## src/rtl/button_arb_pkg.sv

```systemverilog
// rtl/button_arb_pkg.sv - arbiter state encoding, event type constants and id width helper
package button_arb_pkg;

    typedef enum logic {
        ST_IDLE  = 1'b0,
        ST_OFFER = 1'b1
    } arb_state_t;

    localparam logic EVT_PRESS   = 1'b0;
    localparam logic EVT_RELEASE = 1'b1;

    function automatic int id_width(input int n);
        return (n > 1) ? $clog2(n) : 1;
    endfunction

endpackage

```

## src/rtl/debounce_channel.sv

```systemverilog
// rtl/debounce_channel.sv - one-bit 2-FF synchronizer plus consecutive-cycle debounce counter
module debounce_channel #(
    parameter int DEBOUNCE_LIMIT = 250000
) (
    input  logic i_Clk,
    input  logic i_Rst,
    input  logic i_Switch,
    output logic o_Switch
);

    localparam int               CNT_W   = $clog2(DEBOUNCE_LIMIT);
    localparam logic [CNT_W-1:0] CNT_MAX = CNT_W'(DEBOUNCE_LIMIT - 1);

    logic             r_Sync1;
    logic             r_Sync2;
    logic             r_State;
    logic [CNT_W-1:0] r_Count;

    always_ff @(posedge i_Clk) begin
        if (i_Rst) begin
            r_Sync1 <= 1'b0;
            r_Sync2 <= 1'b0;
            r_State <= 1'b0;
            r_Count <= '0;
        end else begin
            r_Sync1 <= i_Switch;
            r_Sync2 <= r_Sync1;
            // Any cycle agreeing with the current state restarts the count.
            if (r_Sync2 == r_State) begin
                r_Count <= '0;
            end else if (r_Count == CNT_MAX) begin
                r_State <= r_Sync2;
                r_Count <= '0;
            end else begin
                r_Count <= r_Count + CNT_W'(1);
            end
        end
    end

    assign o_Switch = r_State;

endmodule

```

## src/rtl/button_event_arbiter.sv

```systemverilog
// rtl/button_event_arbiter.sv - debounced switch edges round-robin arbitrated onto one valid/ready port
// Optional release events: define BUTTON_ARB_RELEASE_EVT_EN.
module button_event_arbiter
    import button_arb_pkg::*;
#(
    parameter  int NUM_INPUTS     = 4,
    parameter  int DEBOUNCE_LIMIT = 250000,
    localparam int ID_W           = id_width(NUM_INPUTS)
) (
    input  logic                  i_Clk,
    input  logic                  i_Rst,
    input  logic [NUM_INPUTS-1:0] i_Switch,
    output logic [NUM_INPUTS-1:0] o_Switch,
    output logic                  o_Event_Valid,
    input  logic                  i_Event_Ready,
    output logic [ID_W-1:0]       o_Event_Id,
    output logic                  o_Event_Press,
    output logic                  o_Overrun
);

`ifdef BUTTON_ARB_RELEASE_EVT_EN
    localparam int NUM_REQ = 2 * NUM_INPUTS;
`else
    localparam int NUM_REQ = NUM_INPUTS;
`endif
    localparam int             K_W    = id_width(NUM_REQ);
    localparam logic [K_W-1:0] K_LAST = K_W'(NUM_REQ - 1);

    logic [NUM_INPUTS-1:0] w_Switch;
    logic [NUM_INPUTS-1:0] r_Switch_Prev;
    logic [NUM_REQ-1:0]    r_Pending;
    logic [NUM_REQ-1:0]    w_Set;
    logic [NUM_REQ-1:0]    w_Clear;
    logic [K_W-1:0]        r_Last;
    logic [K_W-1:0]        r_Grant;
    logic [K_W-1:0]        w_Pick;
    logic                  w_Any;
    logic                  w_Grant_En;
    logic                  r_Overrun;
    arb_state_t            r_State;
    arb_state_t            w_Next_State;

    genvar gi;
    generate
        for (gi = 0; gi < NUM_INPUTS; gi++) begin : g_chan
            debounce_channel #(
                .DEBOUNCE_LIMIT(DEBOUNCE_LIMIT)
            ) u_debounce (
                .i_Clk   (i_Clk),
                .i_Rst   (i_Rst),
                .i_Switch(i_Switch[gi]),
                .o_Switch(w_Switch[gi])
            );
        end
    endgenerate

    // Request index k = 2*i + type when release events exist, else k = i.
    always_comb begin
        w_Set = '0;
        for (int i = 0; i < NUM_INPUTS; i++) begin
`ifdef BUTTON_ARB_RELEASE_EVT_EN
            w_Set[2*i + int'(EVT_PRESS)]   = w_Switch[i] & ~r_Switch_Prev[i];
            w_Set[2*i + int'(EVT_RELEASE)] = ~w_Switch[i] & r_Switch_Prev[i];
`else
            w_Set[i] = w_Switch[i] & ~r_Switch_Prev[i];
`endif
        end
    end

    always_comb begin
        logic [K_W-1:0] idx;
        idx    = '0;
        w_Any  = 1'b0;
        w_Pick = r_Last;
        for (int s = 1; s <= NUM_REQ; s++) begin
            idx = K_W'((int'(r_Last) + s) % NUM_REQ);
            if (!w_Any && r_Pending[idx]) begin
                w_Any  = 1'b1;
                w_Pick = idx;
            end
        end
    end

    always_ff @(posedge i_Clk) begin
        if (i_Rst) begin
            r_State <= ST_IDLE;
        end else begin
            r_State <= w_Next_State;
        end
    end

    always_comb begin
        w_Next_State  = r_State;
        w_Grant_En    = 1'b0;
        o_Event_Valid = 1'b0;
        case (r_State)
            ST_IDLE: begin
                if (w_Any) begin
                    w_Grant_En   = 1'b1;
                    w_Next_State = ST_OFFER;
                end
            end
            ST_OFFER: begin
                o_Event_Valid = 1'b1;
                if (i_Event_Ready) begin
                    w_Next_State = ST_IDLE;
                end
            end
        endcase
    end

    assign w_Clear = w_Grant_En ? (NUM_REQ'(1) << w_Pick) : '0;

    // A new edge wins over a same-cycle grant clear and is not an overrun.
    always_ff @(posedge i_Clk) begin
        if (i_Rst) begin
            r_Switch_Prev <= '0;
            r_Pending     <= '0;
            r_Overrun     <= 1'b0;
            r_Last        <= K_LAST;
            r_Grant       <= '0;
        end else begin
            r_Switch_Prev <= w_Switch;
            r_Pending     <= (r_Pending & ~w_Clear) | w_Set;
            if (|(w_Set & r_Pending & ~w_Clear)) begin
                r_Overrun <= 1'b1;
            end
            if (w_Grant_En) begin
                r_Grant <= w_Pick;
            end
            if ((r_State == ST_OFFER) && i_Event_Ready) begin
                r_Last <= r_Grant;
            end
        end
    end

`ifdef BUTTON_ARB_RELEASE_EVT_EN
    assign o_Event_Id    = ID_W'(r_Grant >> 1);
    assign o_Event_Press = (r_State == ST_OFFER) && (r_Grant[0] == EVT_PRESS);
`else
    assign o_Event_Id    = ID_W'(r_Grant);
    assign o_Event_Press = 1'b1;
`endif

    assign o_Switch  = w_Switch;
    assign o_Overrun = r_Overrun;

endmodule

```

## config.mk

```make
export PLATFORM = sky130hd
export DESIGN_NAME = button_event_arbiter
export DESIGN_NICKNAME = d
export VERILOG_FILES = /design/src/rtl/button_arb_pkg.sv /design/src/rtl/debounce_channel.sv /design/src/rtl/button_event_arbiter.sv
export SDC_FILE = /design/constraint.sdc
export NUM_CORES = 1
export LEC_CHECK = 0
export ABC_AREA = 1
export CORE_ASPECT_RATIO = 1.1
export CORE_MARGIN = 5
export CORE_UTILIZATION = 60
export CTS_CLUSTER_DIAMETER = 40
export DETAILED_ROUTE_END_ITERATION = 7
export PLACE_DENSITY = 0.78
export SYNTH_ARGS = -nofsm -noshare
export SYNTH_HDL_FRONTEND = slang
export SYNTH_HIERARCHICAL = 1
export SYNTH_SLANG_ARGS = --single-unit
```

## constraint.sdc

```tcl
create_clock -name i_Clk -period 2.5 [get_ports i_Clk]
set_clock_uncertainty 0.2 [all_clocks]
set_input_delay 0.5 -clock i_Clk [delete_from_list [all_inputs] [get_ports i_Clk]]
set_output_delay 0.5 -clock i_Clk [all_outputs]
set_load 0.01 [all_outputs]
```

* Yosys cells after proc, flatten, opt, wreduce, memory -nomap -nowiden *
Index checks and enable logic that the tools add are counted.

operators by class
  bitwise logic cells = 18
  mux-type cells = 22
  div/mod/pow operators = 0
  multipliers = 0
  shift-type cells = 1
  eq/ne operators = 8
  reductions and logical operators = 16
  magnitude comparators = 4
  $add $sub $neg = 8

operators with widths
  kind                                                                          number
  18-bit by 1-bit adder with 18-bit output, second input constant               4
  18-bit equality test, second input constant                                   4
  4-bit AND                                                                     3
  2-bit by 3-bit less-than comparator with 1-bit output, second input constant  4
  1-bit 2-to-1 mux                                                              12
  3-bit OR reduction                                                            4
  1-bit inverter                                                                9
  1-bit binary-select mux with 2-bit select                                     4
  2-bit 2-to-1 mux                                                              4
  2-bit AND reduction                                                           4
  2-bit by 1-bit adder with 2-bit output, second input constant                 2
  2-bit adder, second input constant                                            2
  1-bit AND                                                                     4
  1-bit equality test                                                           4
  1-bit logical AND                                                             4
  4-bit 2-to-1 mux                                                              1
  4-bit inverter                                                                1
  4-bit OR                                                                      1
  4-bit OR reduction                                                            1
  1-bit by 2-bit left shift with 4-bit output, first input constant             1
  1-bit zero test                                                               3
  1-bit case mux with 2 select lines                                            1

word-level totals
  bits in registers = 98
  input port bits = 7
  bits in writable memories = 0
  memory bits (read-only) = 0
  memories kept = 0
  output and inout port bits = 9
  logic and storage cells = 99
  latch bits = 0

* Depth between registers and ports, before layout *
  word-level depth = 19
  gate-level depth with buffers = 15
  mapped depth without buffers = 15

* Hierarchy *
Netlist, hierarchy kept.

by module, submodules not included
  module                seq. area each (um2)  times used  area each (um2)  cells an instance
  debounce_channel      420.4                 4           1019.7           144
  button_event_arbiter  280.3                 1           917.1            136

* Least setup slack after synthesis *
Ideal clock, no wire load.

  path kind = register -> register
  start point = reg r_Last[0]
  end point = reg r_Overrun (netlist: o_Overrun)
  setup time = 0.112 ns
  buffers on the path = 1
  arrival time = 1.412 ns
  cell stages (with the launch flop) = 15
  required time = 2.188 ns
  path slack = 0.777 ns
  period minus slack after synthesis = 1.723 ns
  cell sequence = dfxtp_1 > buf_6 > nand2_1 > nand2_2 > nand2_1 > nand2_2 > inv_1 > nand3_2 > nand2_4 > nor2_4 > nand2_1 > nand2_1 > nand3_1 > nor2_1 > nor2_1

on the way
  cells in the longest elaborated chain, start to end = 19
  elaborated cells between the ends (all ways) = 33
  classes of those cells = add/sub: 4; shift: 1; mux: 19; bitwise: 2; reduce/logical: 7

ends and longest elaborated chain
  element                                    line                         text
  start: declaration                         button_event_arbiter.sv:34   logic [K_W-1:0] r_Last;
  start signal: assignment                   button_event_arbiter.sv:132  r_Last <= r_Grant;
  2-bit by 1-bit adder with 2-bit output     button_event_arbiter.sv:76   idx = K_W'((int'(r_Last) + s) % NUM_REQ);
  1-bit binary-select mux with 2-bit select  button_event_arbiter.sv:77   if (!w_Any && r_Pending[idx]) begin
  1-bit 2-to-1 mux (not written as such)     button_event_arbiter.sv:77
  1-bit 2-to-1 mux                           button_event_arbiter.sv:77
  1-bit zero test                            button_event_arbiter.sv:77
  1-bit logical AND                          button_event_arbiter.sv:77
  1-bit 2-to-1 mux                           button_event_arbiter.sv:77
  1-bit zero test                            button_event_arbiter.sv:77
  (+3 left out)                              -
  1-bit logical AND                          button_event_arbiter.sv:77
  1-bit 2-to-1 mux                           button_event_arbiter.sv:77
  1-bit 2-to-1 mux                           button_event_arbiter.sv:98   if (w_Any) begin
  1-bit 2-to-1 mux                           button_event_arbiter.sv:96   case (r_State)
  4-bit 2-to-1 mux (*)                       button_event_arbiter.sv:112  assign w_Clear = w_Grant_En ? (NUM_REQ'(1) << w_Pick) : '0;
  4-bit inverter (*)                         button_event_arbiter.sv:125  if (|(w_Set & r_Pending & ~w_Clear)) begin
  4-bit AND (*)                              button_event_arbiter.sv:125
  4-bit OR reduction (*)                     button_event_arbiter.sv:125
  end signal: assignment                     button_event_arbiter.sv:119  r_Overrun <= 1'b0;
  end signal: assignment                     button_event_arbiter.sv:126  r_Overrun <= 1'b1;
  end: declaration                           button_event_arbiter.sv:39   logic r_Overrun;

Every way passes the cells marked *; elsewhere a longest branch is shown, timed or not. The select of a mux whose other input is x is not followed.
A chain may end at the register's enable or synchronous reset.

* Worst setup path after layout *
Same ends and word-level chain as after synthesis.

==> reports/results.ini <==
[critical_path]
cp-end-kind = register
crit_buf_inv = 3
worstSetupStartpointType = register
r2r_slack_ns = 0.32
slowest_stage = dfxtp_1
cpPeakStageDelay_ns = 0.59
required_ns = 2.55
cp_top_family = simple AND/OR/NAND/NOR gates
crit_chain = inv_2 > nand2_1 > nand2_4 > nand2_4 > nand2_4 > inv_2 > nand3_1 > nand3_1 > nand2_2 > inv_2 > nand2_1 > nand2_1 > nand2_1 > nor2_1 > nor2_1
cp_max_fo = 11
cp.arrival_ns = 2.24
path_class = reg2reg
cp_common_cell = nand2_1

[final_layout]
register_area_um2 = 1962
fillerInstances = 730
finalInstanceArea_um2 = 5454
diodes = 0
area_growth_pct = 9.166
final_nets = 742
fin_cells = 847
final_common_cell = nand2_1
mostFrequentLayoutCells = nand2_1, nor2_1, dfxtp_1
multi_input_area_um2 = 2696
drive_gt1_share_pct = 9.918
post-route-util_pct = 65.90

[sta]
hold_viol_final = 0
fin_crit_ns = 2.184
finalSetupTns_ns = 0
setup_violations = 0
fmax_mhz = 457.9
rsz0062_at_grt = no
period_share_pct = 87.35
whs_ns = 0.1971
drv_slew = 0
setup_ws_ns = 0.3163

[synth]
synth-seq-cells = 98
synthesis.area_um2 = 4996
yosys_most_used_dff = dfxtp_1
synth_edf_count = 0
synth_nets = 723
yosysSeqAreaShare_pct = 39.27
async_reset_ff_share_pct = 0
avgSynthCellArea_um2 = 7.017
synth_cells = 712
synth_cell_types = 28
synth_warnings = 6

[run]
maxCapViolations = 0

[placed_design]
gp_routability_congestion = 0.9052
placed_cell_area_um2 = 5220
pre_cts_ws_ns = 0.3335
port_buffers = 14
dpl.hpwl_um = 7045
placedCellCount = 831

[clocking]
post_cts_buffers = 0
hold_buffers = 0
clockRootBuffer = clkbuf_8
cts_resized = 0
path_clk_slew_ns = 0.10
clock_latency_ns = 0.35
cts_buffers = 9
cts_buffer_depth = 2
cts.sinks = 98
h-tree-depth = 3
cts_tree = built

[run_status]
status = finished clean

[die]
rows = 35
die_h_um = 105.7
die-area_um2 = 10250
io_pins = 16
start_util_pct = 60.36
die_x_um = 97.01
core_um2 = 8277

[global_routing]
grt_pass1_wl_um = 16820
track_usage_pct = 19.20
grt_max_degree = 29
grt_pass1_vias = 4176
grt_overflow = 0
antenna_found_initial = 0

[drt]
first_pass_iters = 4
dr.first_iter.drc_count = 229
drc = 0
m1WireLength_um = 4142
wl_met3_um = 206
dr.max_layer_used = met4
ant_nets = 0
vias_per_cell = 4.986
wl_met2_um = 4857
post_drt_wl_per_cell_um = 11.05
totalWireLength_um = 9358
num_vias = 4223

[hold_path]
worstHoldPathType = reg2reg

[power]
power_density_nw_per_um2 = 507.4
p_leak_nw = 1.869
p_int_mw = 2.191
p_sw_share_pct = 20.82
switching_power_uw = 576.2
power_frac_seq_pct = 56.8
p_clk_share_pct = 41.5
combPwrFrac_pct = 1.7
power_mw = 2.767
max-vdd-ir-drop_v = 0.0003597

## synth_stat cells (9+ instances only)
master,n,share of area [%]
nand2_1,173,13
nor2_1,156,12
dfxtp_1,98,39
inv_1,62,4.7
nand3_1,49,4.9
a21oi_1,37,3.7
xor2_1,28,4.9
or2_0,12,1.5
xnor2_1,12,2.1
nand2_4,10,2.3
nand2_2,9,1.1
nor2_2,9,1.1
o21ai_0,9,0.90
## metal layers
| layer | GRT usage (%) | vias up |
|---|---|---|
| met2 | 35.85 | 51 |
| met1 | 21.69 | 1915 |
| met3 | 3.243 | 12 |
| met4 | 7.222 | 0 |
| li1 | - | 2245 |
| met5 | 0 | - |
## area by class of cell
class                           count  share of cell area, %
Sequential cell                    98                  35.97
Clock inverter                      6                  1.766
Clock buffer                       10                  2.524
Timing Repair Buffer               15                  2.936
Multi-Input combinational cell    537                  49.44
Inverter                           70                  4.818
Tap cell                          111                  2.546
## worst paths after layout
| kind | startpoint | to | depth (start not counted) |
|---|---|---|---|
| setup / recovery | r_Last[0]$_SDFFE_PP1P_ | o_Overrun$_SDFFE_PP0P_ | 15 |
| hold / removal | g_chan[0].u_debounce/r_Sync1$_SDFF_PP0_ | g_chan[0].u_debounce/r_Sync2$_SDFF_PP0_ | 2 |
| setup reg to reg | r_Last[0]$_SDFFE_PP1P_ | o_Overrun$_SDFFE_PP0P_ | 15 |
| hold reg to reg | g_chan[0].u_debounce/r_Sync1$_SDFF_PP0_ | g_chan[0].u_debounce/r_Sync2$_SDFF_PP0_ | 2 |
## logic make-up after synthesis
family / count (synthesis) / synth area share [%]
simple gates: 442 / 40.72
flops: 98 / 39.27
buf+inv: 77 / 6.762
compound gates: 50 / 5.159
xor+xnor: 40 / 7.012
fa+ha+maj: 4 / 1.002
other cells: 1 / 0.07506
## power by group through the flow
stage                     clock, mW  combinational [mW]  sequential (mW)
after floorplan                   0              0.0306             1.61
after global placement            0              0.0460             1.61
after detailed placement          0              0.0475             1.61
after CTS                      1.19              0.0478             1.57
after global routing           1.26              0.0531             1.57
final                          1.15              0.0470             1.57
## worst register-to-register path: stages (launching register included)
cell and delay [ns]:
dfxtp_1 0.59, inv_2 0.16, nand2_1 0.14, nand2_4 0.07
nand2_4 0.09, nand2_4 0.09, inv_2 0.09, nand3_1 0.08
nand3_1 0.10, nand2_2 0.09, inv_2 0.07, nand2_1 0.07
nand2_1 0.06, nand2_1 0.05, nor2_1 0.09, nor2_1 0.04
## flip-flops by register name (all words and copies together), names as in the netlist
register                    cells
g_chan.u_debounce/r_Sync1       4
r_Switch_Prev                   4
g_chan.u_debounce/o_Switch      4
o_Overrun                       1
r_Last                          2
r_State                         1
r_Pending                       4
g_chan.u_debounce/r_Count      72
o_Event_Id                      2
g_chan.u_debounce/r_Sync2       4
(Power assumes the default switching activity.)
==> RTL change 1: new RTL, same settings <==
Register the input `i_Switch` before use, with the module's reset. The logic sees it one clock later. The other inputs are not delayed to match.
--- a/src/rtl/button_event_arbiter.sv
+++ b/src/rtl/button_event_arbiter.sv
@@ -26,6 +26,16 @@
     localparam int             K_W    = id_width(NUM_REQ);
     localparam logic [K_W-1:0] K_LAST = K_W'(NUM_REQ - 1);
 
+    logic [NUM_INPUTS-1:0] i_Switch_q;
+
+    always_ff @(posedge i_Clk) begin
+        if (i_Rst) begin
+            i_Switch_q <= '0;
+        end else begin
+            i_Switch_q <= i_Switch;
+        end
+    end
+
     logic [NUM_INPUTS-1:0] w_Switch;
     logic [NUM_INPUTS-1:0] r_Switch_Prev;
     logic [NUM_REQ-1:0]    r_Pending;
@@ -48,7 +58,7 @@
             ) u_debounce (
                 .i_Clk   (i_Clk),
                 .i_Rst   (i_Rst),
-                .i_Switch(i_Switch[gi]),
+                .i_Switch(i_Switch_q[gi]),
                 .o_Switch(w_Switch[gi])
             );
         end
Behaviour: no difference found for any inputs over 10 cycles, from zero or initial values and one cycle with i_Rst high; that may be too few to reach the edited logic, so the function may still have changed.
==> RTL change 1 against the unedited design <==
Sequential cell count rose by 4. Critical path type unchanged. Cell area rose by 1.3%. Routed wire length fell by 2.8%. Cell count is 1.4% higher. Setup slack got worse by 0.025 ns. Synthesized area is 2.8% higher. Highest routed layer unchanged.
Power is not compared: it rests on default switching activity, and its combinational part moved more than twofold at a synthesized area within 25%.
==> RTL change 1: results <==
[status]
status = "finished, final reports clean"

[routing]
num_vias = 4302
drt_iter0_drc = 195
dr.pass1.iters = 4
drt-wirelength-per-cell_um = 10.6

[worst_setup_path]
reg2reg_to = "o_Overrun"
reg2reg_depth = 15
critPathMaxFanout = 11
r2r_slack_ns = 0.29
cp-startpoint = "r_Last[0]"
worstPathArrival_ns = 2.27

[logic_synthesis]
synthesis.nets = 737
synthDistinctLibCells = 29
ys.flop_type = "dfxtp_1"
ys_seq_area_frac = 0.398
ys_top_cells_by_count = "nand2_1, nor2_1, dfxtp_1"
ys_warn_count = 6
synth_area_leaders = "dfxtp_1, nand2_1, nor2_1"
async_flop_share = 0

[place]
dp_hpwl_um = 6940
gp_congestion = 0.934
portBuffers = 14

[cells_and_area]
largest_reg_flops = 72
fillers = 728
diodes = 0
drive_above_1_share = 0.104
fin_nets = 754
regMostFlops = "g_chan.u_debounce/r_Count"

[global_route]
grt_usage = 0.185
antenna_found_initial = 0
grt_max_degree = 33
grt_pass1_wl_um = 16500
grt_pass1_vias = 4114

[power_and_ir_drop]
irDropWorstVdd_v = 0.000337
leakagePower_nw = 1.87

[clocking]
numCtsBuffers = 9
post_cts_buffers = 0
clock_latency_ns = 0.36
cts.reportedPaths.clkPinSlew_ns = 0.10
clockBufferDepth = 2
postCtsResizedCells = 0
htreeDepth = 3
root_buffer = "clkbuf_8"

[worst_hold_path]
hp-class = "reg -> reg"
min_path_cells = 2
min_from = "g_chan[0].u_debounce/r_Sync1"
min_to = "g_chan[0].u_debounce/r_Sync2"

[sta]
hold_ws_ns = 0.203
[RTL change 1: changes by cell type in the layout (fill, tap and decap cells not counted), moves of 3 or more]
cell        before  now
nand2_4         10   13
nor2_1         156  160
clkinvlp_4       1    5
inv_1           62   66
dfxtp_1         98  102
nand2_1        173  169
[RTL change 1: worst max path at each step]
stage / end / slack [ns] / cells past startpoint
global route: o_Overrun / 0.05 / 15
detailed placement: o_Overrun / 0.31 / 15
global placement: o_Overrun / 0.41 / 15
CTS: o_Overrun / 0.30 / 15
finish: o_Overrun / 0.29 / 15
floorplan: o_Overrun / 0.80 / 16
[RTL change 1: per-stage QoR]
step | area [um^2] | worst slack, ns | instances
3_5_place_dp | 5350 | 0.314 | 843
3_3_place_gp | 5350 | 0.411 | 843
2_1_floorplan | 5130 | 0.798 | 726
6_report | 5520 | 0.291 | 859
5_1_grt | 5520 | 0.0489 | 859
4_1_cts | 5520 | 0.296 | 859
[RTL change 1: logic make-up (layout without fill, tap and decap cells)]
family / count (synthesis) / after routing / synth area share
simple gates: 446 / 446 / 0.402
xor+xnor: 40 / 40 / 0.0682
fa+ha+maj: 4 / 4 / 0.00975
flops: 102 / 102 / 0.398
compound gates: 50 / 50 / 0.0507
buf+inv: 83 / 105 / 0.0707
other cells: 1 / 1 / 0.000730
[RTL change 1: critical path, cell delays in order, from the launching register on]
cell	delay (ns)
dfxtp_1	0.62
inv_2	0.17
nand2_1	0.14
nand2_4	0.07
nand2_4	0.09
nand2_4	0.08
inv_2	0.07
nand3_2	0.08
nand2_1	0.09
nand2_2	0.06
nor2_4	0.10
nand2_1	0.08
nand2_1	0.07
nand2_1	0.05
nor2_1	0.09
nor2_1	0.05
[RTL change 1: per-layer routing]
metal	vias to the layer above	track usage	share of wire
li1	2266	-	-
met3	13	0.0293	0.025
met1	1971	0.211	0.45
met2	52	0.342	0.51
met4	0	0.0722	0.013
met5	-	0	0
[RTL change 1: final cells by class]
cell class                 count  area (um^2)  share of cell area
timing repair buffer          15          160              0.0290
clock inverter                 6         46.3             0.00838
tap                          111          139              0.0251
clock buffer                  10          128              0.0231
inverter                      74          280              0.0507
sequential                   102         2040               0.370
multi-input combinational    541         2730               0.494
[RTL change 1: where the power goes]
| part | switching [mW] | internal, mW | total (mW) | leakage (nW) |
|---|---|---|---|---|
| Combinational | 0.0977 | 0.0712 | 0.169 | 0.978 |
| Sequential | 0.0225 | 1.64 | 1.67 | 0.824 |
| Clock | 0.556 | 0.365 | 0.922 | 0.0712 |
| Total | 0.676 | 2.08 | 2.76 | 1.87 |
==> RTL change 2: new RTL, config.mk and constraints unchanged <==
Made on the original files. Build with the macro `BUTTON_ARB_RELEASE_EVT_EN` defined.
--- a/src/rtl/button_event_arbiter.sv
+++ b/src/rtl/button_event_arbiter.sv
@@ -1,5 +1,7 @@
 // rtl/button_event_arbiter.sv - debounced switch edges round-robin arbitrated onto one valid/ready port
 // Optional release events: define BUTTON_ARB_RELEASE_EVT_EN.
+`define BUTTON_ARB_RELEASE_EVT_EN
+
 module button_event_arbiter
     import button_arb_pkg::*;
 #(
Behaviour: not the same (Yosys sat finds a counterexample within 4 cycles, from zero or initial values and one cycle with i_Rst high).
==> RTL change 2 against the unedited design <==
The flow now finishes with violations (setup timing). First-iteration DRC count up 14%. Synthesized area up 16%. Synthesized cell count up 20%. Global-route usage up 1.5 points. Highest routed layer unchanged. Sequential cell count up 6. Cell area up 22%. Largest cell class unchanged. Routed wire length up 32%. Fmax down 21%. Setup slack worse by 0.56 ns. Cell count up 20%.
Power is not compared: it rests on default switching activity, and its combinational part moved more than twofold at a synthesized area within 25%.
==> RTL change 2: results <==
[status]
violations = "setup timing"
status = "finished with violations"

[routing]
drt-wirelength-per-cell_um = 12.2
drt_iter0_drc = 262
drt-vias-per-instance = 5.21
dr.pass1.iters = 5

[cells_and_area]
fillers = 749
fin_nets = 910

[place]
numPlacedInstances = 992
dp_hpwl_um = 8790
portBuffers = 15
gp_congestion = 0.929
place_ws_ns = -0.129

[global_route]
grt_pass1_wl_um = 21000
grt_max_degree = 32
grt_usage = 0.207

[logic_synthesis]
synth_cells = 852
synthesis.nets = 865
ys_top_cells_by_count = "nand2_1, nor2_1, dfxtp_1"
synth_area_leaders = "dfxtp_1, nand2_1, nor2_1"

[clocking]
clock_latency_ns = 0.37

[sta]
worst_slack_ns = -0.247
tns_ns = -0.660
finalSetupViolations = 9

[worst_setup_path]
critPathMaxFanout = 6
max_stage_delay_ns = 0.38
-- RTL change 2: changes by cell type after synthesis, sizes merged, moves of 5 or more --
cell,delta
dfxtp,+6
nor2,+14
inv,+20
o21ai,+8
a21oi,+5
nand3,+19
nand4,+6
nand2,+47
-- RTL change 2: final timing paths --
path	startpoint	end
worst max-delay path	r_Last[0]	o_Overrun
worst min-delay path	g_chan[2].u_debounce/r_Sync1	g_chan[2].u_debounce/r_Sync2
worst max register to register	r_Last[0]	o_Overrun
worst min register to register	g_chan[2].u_debounce/r_Sync1	g_chan[2].u_debounce/r_Sync2
-- RTL change 2: final cells by class --
type,count,share of cell area
Clock buffer,11,0.0212
Tap cell,117,0.0220
Clock inverter,4,0.0115
Timing Repair Buffer,45,0.0606
Inverter,91,0.0537
Sequential cell,104,0.313
Multi-Input combinational cell,646,0.518
-- RTL change 2: per-layer routing --
metal | vias to the layer above | part of all wire | track usage
li1 | 2748 | - | -
met1 | 2424 | 0.43 | 0.257
met2 | 121 | 0.51 | 0.363
met3 | 14 | 0.049 | 0.0445
met4 | 0 | 0.010 | 0.0586
met5 | - | 0 | 0
-- RTL change 2: cell families (layout without fill, tap and decap cells) --
kind of cell,after synthesis,count (layout),share of synthesized area
and+or+nand+nor,529,529,0.419
DFF,104,104,0.360
buffers and inverters,102,151,0.0772
AOI/OAI and AO/OA,67,67,0.0608
xor gates and xnor gates,44,44,0.0698
adders and majority gates,6,6,0.0130
-- RTL change 2: what timing repair did --
action | CTS | global route
setup buffers | 4 | 7
setup endpoints to repair | 5 | 12
resized for setup | 14 | 28
hold endpoints to repair | 0 | 0
pin swaps | 5 | 16
-- RTL change 2: through the flow --
step                      area (um^2)  utilization
after CTS                        6500        0.691
after detailed placement         6190        0.659
after global routing             6670        0.709
after floorplan                  5830            -
final                            6670        0.709
after global placement           6190        0.659
-- RTL change 2: power groups by stage --
stage,registers [mW],clock network (mW),logic [mW]
global route,1.74,1.27,1.94
floorplan,1.76,0,0.977
CTS,1.73,1.19,1.49
finish,1.73,1.16,1.79
global placement,1.77,0,1.30
detailed placement,1.77,0,1.34
-- RTL change 2: worst min-delay path, delay by kind of cell, from the launching register on --
kind / cells / cell delay, ns
DFF: 1 / 0.30
buffers and inverters: 1 / 0.04
and+or+nand+nor: 1 / 0.03
